===== config.mk =====
export PLATFORM = sky130hd
export DESIGN_NAME = stopwatch_counter
export DESIGN_NICKNAME = d
export VERILOG_FILES = /design/src/rtl/stopwatch_counter.sv
export SDC_FILE = /design/constraint.sdc
export NUM_CORES = 1
export LEC_CHECK = 0
export CAP_MARGIN = 20
export CELL_PAD_IN_SITES_DETAIL_PLACEMENT = 1
export CELL_PAD_IN_SITES_GLOBAL_PLACEMENT = 1
export CORE_ASPECT_RATIO = 1.25
export CORE_MARGIN = 5
export CORE_UTILIZATION = 45
export CTS_BUF_LIST = sky130_fd_sc_hd__clkbuf_4 sky130_fd_sc_hd__clkbuf_8
export CTS_CLUSTER_SIZE = 28
export DETAILED_ROUTE_END_ITERATION = 10
export PLACE_DENSITY = 0.82
export SYNTH_ARGS = -nofsm -noshare
export SYNTH_HDL_FRONTEND = slang
export SYNTH_SLANG_ARGS = --single-unit

===== constraint.sdc =====
create_clock -name clk -period 3.4 [get_ports clk]
set_input_delay 1.02 -clock clk [delete_from_list [all_inputs] [get_ports clk]]
set_output_delay 1.02 -clock clk [all_outputs]
set_load 0.03 [all_outputs]

===== src/rtl/stopwatch_counter.sv =====
// stopwatch_counter: multi-digit BCD stopwatch/timer with prescaler, up/down count, load and lap freeze
// Ports:
//   clk, rst          rising-edge clock, asynchronous active-high reset
//   start/stop/clear  one-cycle run control (clear > load > stop > start)
//   lap               one-cycle toggle of the frozen display
//   down, load,       count direction (latched on accepted start), load request
//   load_value        and packed BCD load data (clamped per digit)
//   digits_out        lap register while lap_active, else live digits
//   running, lap_active, tick, carry_out, done  status outputs, all registered
module stopwatch_counter #(
  parameter int TICK_DIV = 1000000,
  parameter int NUM_DIGITS = 6,
  parameter logic [NUM_DIGITS-1:0] MOD6_MASK = 6'b001010
) (
  input  logic                    clk,
  input  logic                    rst,
  input  logic                    start,
  input  logic                    stop,
  input  logic                    clear,
  input  logic                    lap,
  input  logic                    down,
  input  logic                    load,
  input  logic [4*NUM_DIGITS-1:0] load_value,
  output logic [4*NUM_DIGITS-1:0] digits_out,
  output logic                    running,
  output logic                    lap_active,
  output logic                    tick,
  output logic                    carry_out,
  output logic                    done
);
  localparam int W = 4*NUM_DIGITS;
  localparam int PW = $clog2(TICK_DIV);
  localparam logic [PW-1:0] PRE_LAST = PW'(TICK_DIV-1);
  logic [W-1:0] dig_q, dig_d, lap_q, lap_d, inc_v, dec_v, clamp_v;
  logic [PW-1:0] pre_q, pre_d;
  logic mode_q, mode_d, run_q, run_d, lapa_q, lapa_d;
  logic tick_q, tick_d, carry_q, carry_d, done_q, done_d, all_max;
  // Ripple enables: a digit steps when every lower digit is at max (up) or zero (down).
  always_comb begin : digit_logic
    logic u, w;
    logic [3:0] mx, cur, ld;
    u = 1'b1;
    w = 1'b1;
    mx = '0;
    cur = '0;
    ld = '0;
    inc_v = dig_q;
    dec_v = dig_q;
    clamp_v = '0;
    for (int i = 0; i < NUM_DIGITS; i++) begin
      mx = MOD6_MASK[i] ? 4'd5 : 4'd9;
      cur = dig_q[4*i +: 4];
      ld = load_value[4*i +: 4];
      inc_v[4*i +: 4] = u ? ((cur == mx) ? 4'd0 : cur + 4'd1) : cur;
      dec_v[4*i +: 4] = w ? ((cur == 4'd0) ? mx : cur - 4'd1) : cur;
      clamp_v[4*i +: 4] = (ld > mx) ? mx : ld;
      u = u & (cur == mx);
      w = w & (cur == 4'd0);
    end
    all_max = u;
  end
  always_comb begin
    dig_d = dig_q;
    lap_d = lap_q;
    pre_d = pre_q;
    mode_d = mode_q;
    run_d = run_q;
    lapa_d = lapa_q;
    tick_d = 1'b0;
    carry_d = 1'b0;
    done_d = done_q;
    // Lap samples dig_q, so a coincident tick leaves the pre-tick value in the lap register.
    if (lap) begin
      lapa_d = ~lapa_q;
      lap_d = lapa_q ? lap_q : dig_q;
    end
    if (clear) begin
      dig_d = '0;
      pre_d = '0;
      lapa_d = 1'b0;
      done_d = 1'b0;
      run_d = 1'b0;
    end else if (load && !run_q) begin
      dig_d = clamp_v;
      pre_d = '0;
      done_d = 1'b0;
    end else if (stop) begin
      run_d = 1'b0;
    end else if (start && !run_q) begin
      // A countdown from zero is refused and reported as already done.
      run_d = !(down && dig_q == '0);
      mode_d = (down && dig_q == '0) ? mode_q : down;
      done_d = down && dig_q == '0;
    end else if (run_q) begin
      pre_d = (pre_q == PRE_LAST) ? '0 : pre_q + PW'(1);
      if (pre_q == PRE_LAST) begin
        tick_d = 1'b1;
        dig_d = mode_q ? dec_v : inc_v;
        carry_d = !mode_q && all_max;
        done_d = mode_q && dec_v == '0;
        run_d = !(mode_q && dec_v == '0);
      end
    end
  end
  always_ff @(posedge clk or posedge rst) begin
    if (rst) begin
      dig_q <= '0;
      lap_q <= '0;
      pre_q <= '0;
      mode_q <= 1'b0;
      run_q <= 1'b0;
      lapa_q <= 1'b0;
      tick_q <= 1'b0;
      carry_q <= 1'b0;
      done_q <= 1'b0;
    end else begin
      dig_q <= dig_d;
      lap_q <= lap_d;
      pre_q <= pre_d;
      mode_q <= mode_d;
      run_q <= run_d;
      lapa_q <= lapa_d;
      tick_q <= tick_d;
      carry_q <= carry_d;
      done_q <= done_d;
    end
  end
  assign digits_out = lapa_q ? lap_q : dig_q;
  assign running = run_q;
  assign lap_active = lapa_q;
  assign tick = tick_q;
  assign carry_out = carry_q;
  assign done = done_q;
endmodule


# After elaboration in Yosys (flattened, before gate mapping)
# Cells that the tools add are included.
# word_totals
register_bits	74
latchBits	0
ramBits	0
rom_bits	0
inputBits	32
out_inout_bits	29
word_cells	161
memories	0
# op_classes
n_addsub	13
multipliers	0
n_div	0
magnitude_cmp	6
n_eq_ne	10
shifts	0
n_mux	68
n_bitwise	14
reduce_logical	36
# ops
cell	count
24-bit two-way mux	8
20-bit two-way mux	6
4-bit two-way mux	28
24-bit zero test	2
5-bit AND reduction	6
4-bit nonzero test	7
1-bit two-way mux	26
4-bit by 1-bit adder with 4-bit output (second input constant)	6
4-bit zero test	6
4-bit by 1-bit subtractor with 4-bit output (second input constant)	6
20-bit by 1-bit adder with 20-bit output (second input constant)	1
20-bit == test (second input constant)	1
4-bit == test (second input constant)	4
4-bit > comparator (second input constant)	4
1-bit AND	9
4-bit by 3-bit == test with 1-bit output (second input constant)	2
4-bit by 3-bit > comparator with 1-bit output (second input constant)	2
3-bit AND reduction	2
3-bit nonzero test	2
1-bit logical AND	5
1-bit NOT	5
1-bit zero test	4
4-bit AND reduction	1
3-bit by 1-bit != test with 1-bit output (second input constant)	1
3 further kinds	3

# Longest topological paths before layout
# depth
ltp_word	15
mapped_depth	11

# Worst setup path after synthesis
# No wires, ideal clock.
# synth_path
kind	reg-to-output
startpoint	register lapa_q (netlist: lap_active)
endpoint	output port digits_out[11]
arrival_ns	1.618
required_time_ns	2.380
setup_slack_ns	0.762
path_stages_with_launch	5
path_buffers	2
path_cell_list	dfrtp_1 > clkbuf_1 > clkbuf_1 > nand2_1 > o21ai_0
# synth_via
elab_chain_cells	1
# synth_rtl
item	line	rtl
start: declaration	36	logic mode_q, mode_d, run_q, run_d, lapa_q, lapa_d;
start signal: assignment	122	lapa_q <= lapa_d;
24-bit two-way mux	128	assign digits_out = lapa_q ? lap_q : dig_q;
end: declaration	24	output logic [4*NUM_DIGITS-1:0] digits_out,
# No other way between the ends.

# Final worst setup path
# layout_path
startpoint	register dig_q[4]
endpoint	register done_q (netlist: done)
# layout_via
elab_chain_cells	14
# layout_rtl
item	line	rtl
start: declaration	34	logic [W-1:0] dig_q, dig_d, lap_q, lap_d, inc_v, dec_v, clamp_v;
start signal: assignment	117	dig_q <= dig_d;
4-bit zero test	55, 58	
1-bit AND (4 in a row)	58	w = w & (cur == 4'd0);
4-bit two-way mux	55	dec_v[4*i +: 4] = w ? ((cur == 4'd0) ? mx : cur - 4'd1) : cur;
24-bit zero test	100	done_d = mode_q && dec_v == '0;
1-bit logical AND	100	
1-bit two-way mux	96	if (pre_q == PRE_LAST) begin
1-bit two-way mux	94	end else if (run_q) begin
1-bit two-way mux *	89	end else if (start && !run_q) begin
1-bit two-way mux *	87	end else if (stop) begin
1-bit two-way mux *	83	end else if (load && !run_q) begin
1-bit two-way mux *	77	if (clear) begin
end signal: assignment	125	done_q <= done_d;
end: declaration	37	logic tick_q, tick_d, carry_q, carry_d, done_q, done_d, all_max;
# Every way passes the cells marked *; elsewhere a longest branch is shown, timed or not. The select of a mux whose other input is x is not followed.
# A chain may end at the register's enable or synchronous reset.

==> run summary <==
The count of flip-flops with a built-in enable after synthesis was 0; the total number of vias was 5007. The critical path class was reg -> reg. On the critical path, the stage with the largest delay is an instance of and4bb_1. The via count of the first global-routing pass is 5349, and the wire length of the first global-routing pass is 27000 um. After technology mapping, the gate count stands at 608. In this run the mean area of a mapped cell was 8.78 sq um. The longest clock path from root to sink contains 2 buffers. The peak ir drop on the vdd network is 0.268 mV, and the count of endpoints failing hold in the final timing report is 0. The run gives 0 as the number of antenna violations at the first check in global routing. The chip height works out to 132 um. Summing the sequential cell areas from Yosys gives 34.7% of the chip area.

The worst hold path begins at lap_q[18]$_DFFE_PP0P_. Among all flip-flop cells after synthesis, the most frequent one is dfrtp_1. Buffer and inverter count on the worst path: 1. TritonCTS built the clock tree.

In this run the tool buffered the top-level ports with 60 buffer cells. Clock latency on the worst-skew pair, taken at its later pin, is 370 ps. The longest individual stage delay on the worst path is 570 ps, and the clock slew at the register clock pins of the worst setup and hold paths is 80 ps.

The area share of the largest cell type after synthesis was 34.7%. Routability-driven placement finished with a final weighted congestion of 0.956. The run finished with clean final reports. In this run the tightest slew margin relative to its limit is 54.1%. The number of pins with negative max-slew slack in the final report was 0. Yosys attributes the largest share of cell area to dfrtp_1, mux2_2, ha_1. The initial core utilization came out at 46.0%. The die area was 14200 sq um; the final critical-path required period was 3080 ps. For this run, the number of Yosys warnings is 0. The die boundary width is 107 um, and the routed length per instance is 19.7 um. In this run, distinct cell masters in the synthesized netlist total 78.

The tightest min-delay check is of the reg -> reg type. For flop-to-flop paths, the worst setup slack is 320 ps. The run gives 32 as the pin count of the biggest net entering global routing. Static timing analysis puts the maximum clock frequency at 325 MHz.

Tracing the worst setup path back leads to its startpoint at dig_q[4]$_DFFE_PP0P_. Before antenna repair, the detailed router went through 5 iterations. Global routing consumed, over all layers together, 23.5% of the routing resources. STA classifies the critical path startpoint as a flip-flop.

The routed design has 16500 um of wire. Setup violations remaining at the end of the flow were counted as 0. Setup repair after global routing left no endpoint under its margin. The via-per-instance ratio is 6.00. Counting every net in the synthesized netlist gives 661. The startpoint identified for the worst register-to-register timing path is dig_q[4]$_DFFE_PP0P_.

The cell type with the highest aggregate area in the netlist was dfrtp_1. The run gives 5340 sq um as the cell area after technology mapping. Compared with the post-synthesis result, the final layout area differs by 19.4%.

The root buffer cell is clkbuf_8. The analysis attributes to cell leakage a power of 2.56 nW. The clock sink count is 74, and the part of the cycle the worst path needs is 90.4%.

The run gives 3370 ps as the data arrival at the endpoint of the critical path. After global routing the overflow that remains totals 0. The post-route total power came out at 0.00322 W.

Counting flops and latches in the post-synthesis netlist gives 74. In the final design database the tool counted 722 nets. Critical path's top delay family: simple AND/OR/NAND/NOR gates. The tools report the buffers inserted during post-CTS setup optimization as 0. The worst setup path is captured at a flip-flop. The run gives 0 as the antenna diode count.

Across the run, the number of max-cap violations was 0. The maximum fanout along the worst path was 10; the pin slew with the least headroom to its limit was 689 ps. The worst-case clock skew was 7.14 ps; the number of buffers created by CTS was 9. After detailed routing, the number of remaining DRC violations is 0.

The H-tree depth reported by CTS was 3. The core region is 11600 sq um. The signal on the critical path passes through inv_1, ha_1, and4bb_1, nand3_1, a221oi_1, o211ai_1, nor4_2, a41oi_1, o21ai_1. The total half-perimeter wirelength after legalization and detailed placement was 12500 um. By count the netlist is led by dfrtp_1, nor2_1, nand2_1. In the final timing run, aggregate negative setup slack is 0 ps. The total power per unit cell area came out at 504 nW/um^2.

The number of top-level pins was 61. The detail route stage leaves a number of antenna-violating nets equal to 0. In this run the core area contains 44 standard-cell rows.

The share of flip-flops with an asynchronous set or reset after synthesis came out at 100%. Layout cell share with drive strength beyond 1: 14.8%. The critical path required time came out at 3690 ps. Yosys instantiated no cell more often than dfrtp_1. The DRC marker count from the first detailed-route iteration is 163.
[state kept, by name, indices dropped and copies added (netlist names)]
register	cells
running	1
carry_out	1
pre_q	20
lap_active	1
lap_q	24
mode_q	1
done	1
dig_q	24
tick	1
[placed cells by master, fill, tap and decap left out, types with 10 or more instances in the layout]
cell / Yosys / layout
buf_4: 2 / 21
o21ai_0: 40 / 40
clkdlybuf4s50_1: 0 / 60
mux2_2: 36 / 36
nand3_1: 23 / 23
nor3_1: 13 / 13
clkbuf_8: 0 / 10
o21ai_1: 12 / 12
nand2_1: 51 / 51
inv_1: 26 / 25
nor2_1: 64 / 64
xor2_1: 14 / 14
a21oi_1: 41 / 41
ha_1: 21 / 21
dfrtp_1: 74 / 74
[metal layers]
| layer | track usage (%) | part of all wire [%] |
|---|---|---|
| met4 | 10.2 | 3.8 |
| met2 | 41.8 | 52 |
| met5 | 0 | 0 |
| met1 | 27.5 | 39 |
| met3 | 4.02 | 4.4 |
[worst paths after layout]
path,endpoint,depth (start not counted)
worst max register to register,done$_DFFE_PP0P_,9
worst min-delay path,lap_q[18]$_DFFE_PP0P_,1
max in group asynchronous,dig_q[19]$_DFFE_PP0P_,3
min in group asynchronous,lap_q[7]$_DFFE_PP0P_,2
worst max-delay path,done$_DFFE_PP0P_,9
worst min register to register,lap_q[18]$_DFFE_PP0P_,1
[logic make-up (layout without fill, tap and decap cells)]
kind of cell,Yosys count,count (layout),synth area share [%]
AOI/OAI and AO/OA,165,165,20.2
adders and majority gates,21,21,4.92
muxes,38,38,7.97
xor gates and xnor gates,23,23,3.77
DFF,74,74,34.7
buffers and inverters,58,124,5.04
and+or+nand+nor,229,229,23.4
[per-stage QoR]
step           cell area [sq um]  hold slack, ps  utilization, %  cells  setup WS, ps
5_1_grt                     6380             530            54.9    835           132
3_3_place_gp                6150             484            52.9    819           189
6_report                    6380             511            54.9    835           325
3_5_place_dp                6150             498            52.9    819           116
4_1_cts                     6370             517            54.8    835          74.3
2_1_floorplan               5340             475               -    608           498
[worst register-to-register path, delay by kind of cell, from the launching register on]
family                   cells  cell delay [ps]
flip-flops                   1              490
AO/OA/AOI/OAI                4              890
buffers and inverters        1              170
adder cells (fa/ha/maj)      1              340
AND/OR/NAND/NOR              3             1120
[final cells by class]
class	count	area (sq um)
clock buffers	11	145
clock inverters	5	77.6
fillers	1395	5240
inverters	26	97.6
multi-input cells	476	3220
flip-flops and latches	74	1850
well taps	161	201
repair buffers	82	778
[report_power, final]
group          internal [W]  leakage, nW  switching (W)
registers          0.000993        0.986       0.000163
logic              0.000522         1.46       0.000745
clock network      0.000439        0.113       0.000354
total               0.00195         2.56        0.00126
[what timing repair did]
item | 4_1_cts | 5_1_grt
endpoints found under the hold margin | 0 | 0
endpoints found under the setup margin | 0 | 2
hold buffers | 0 | 0
gates resized for setup | 0 | 2
(Power assumes the default switching activity.)
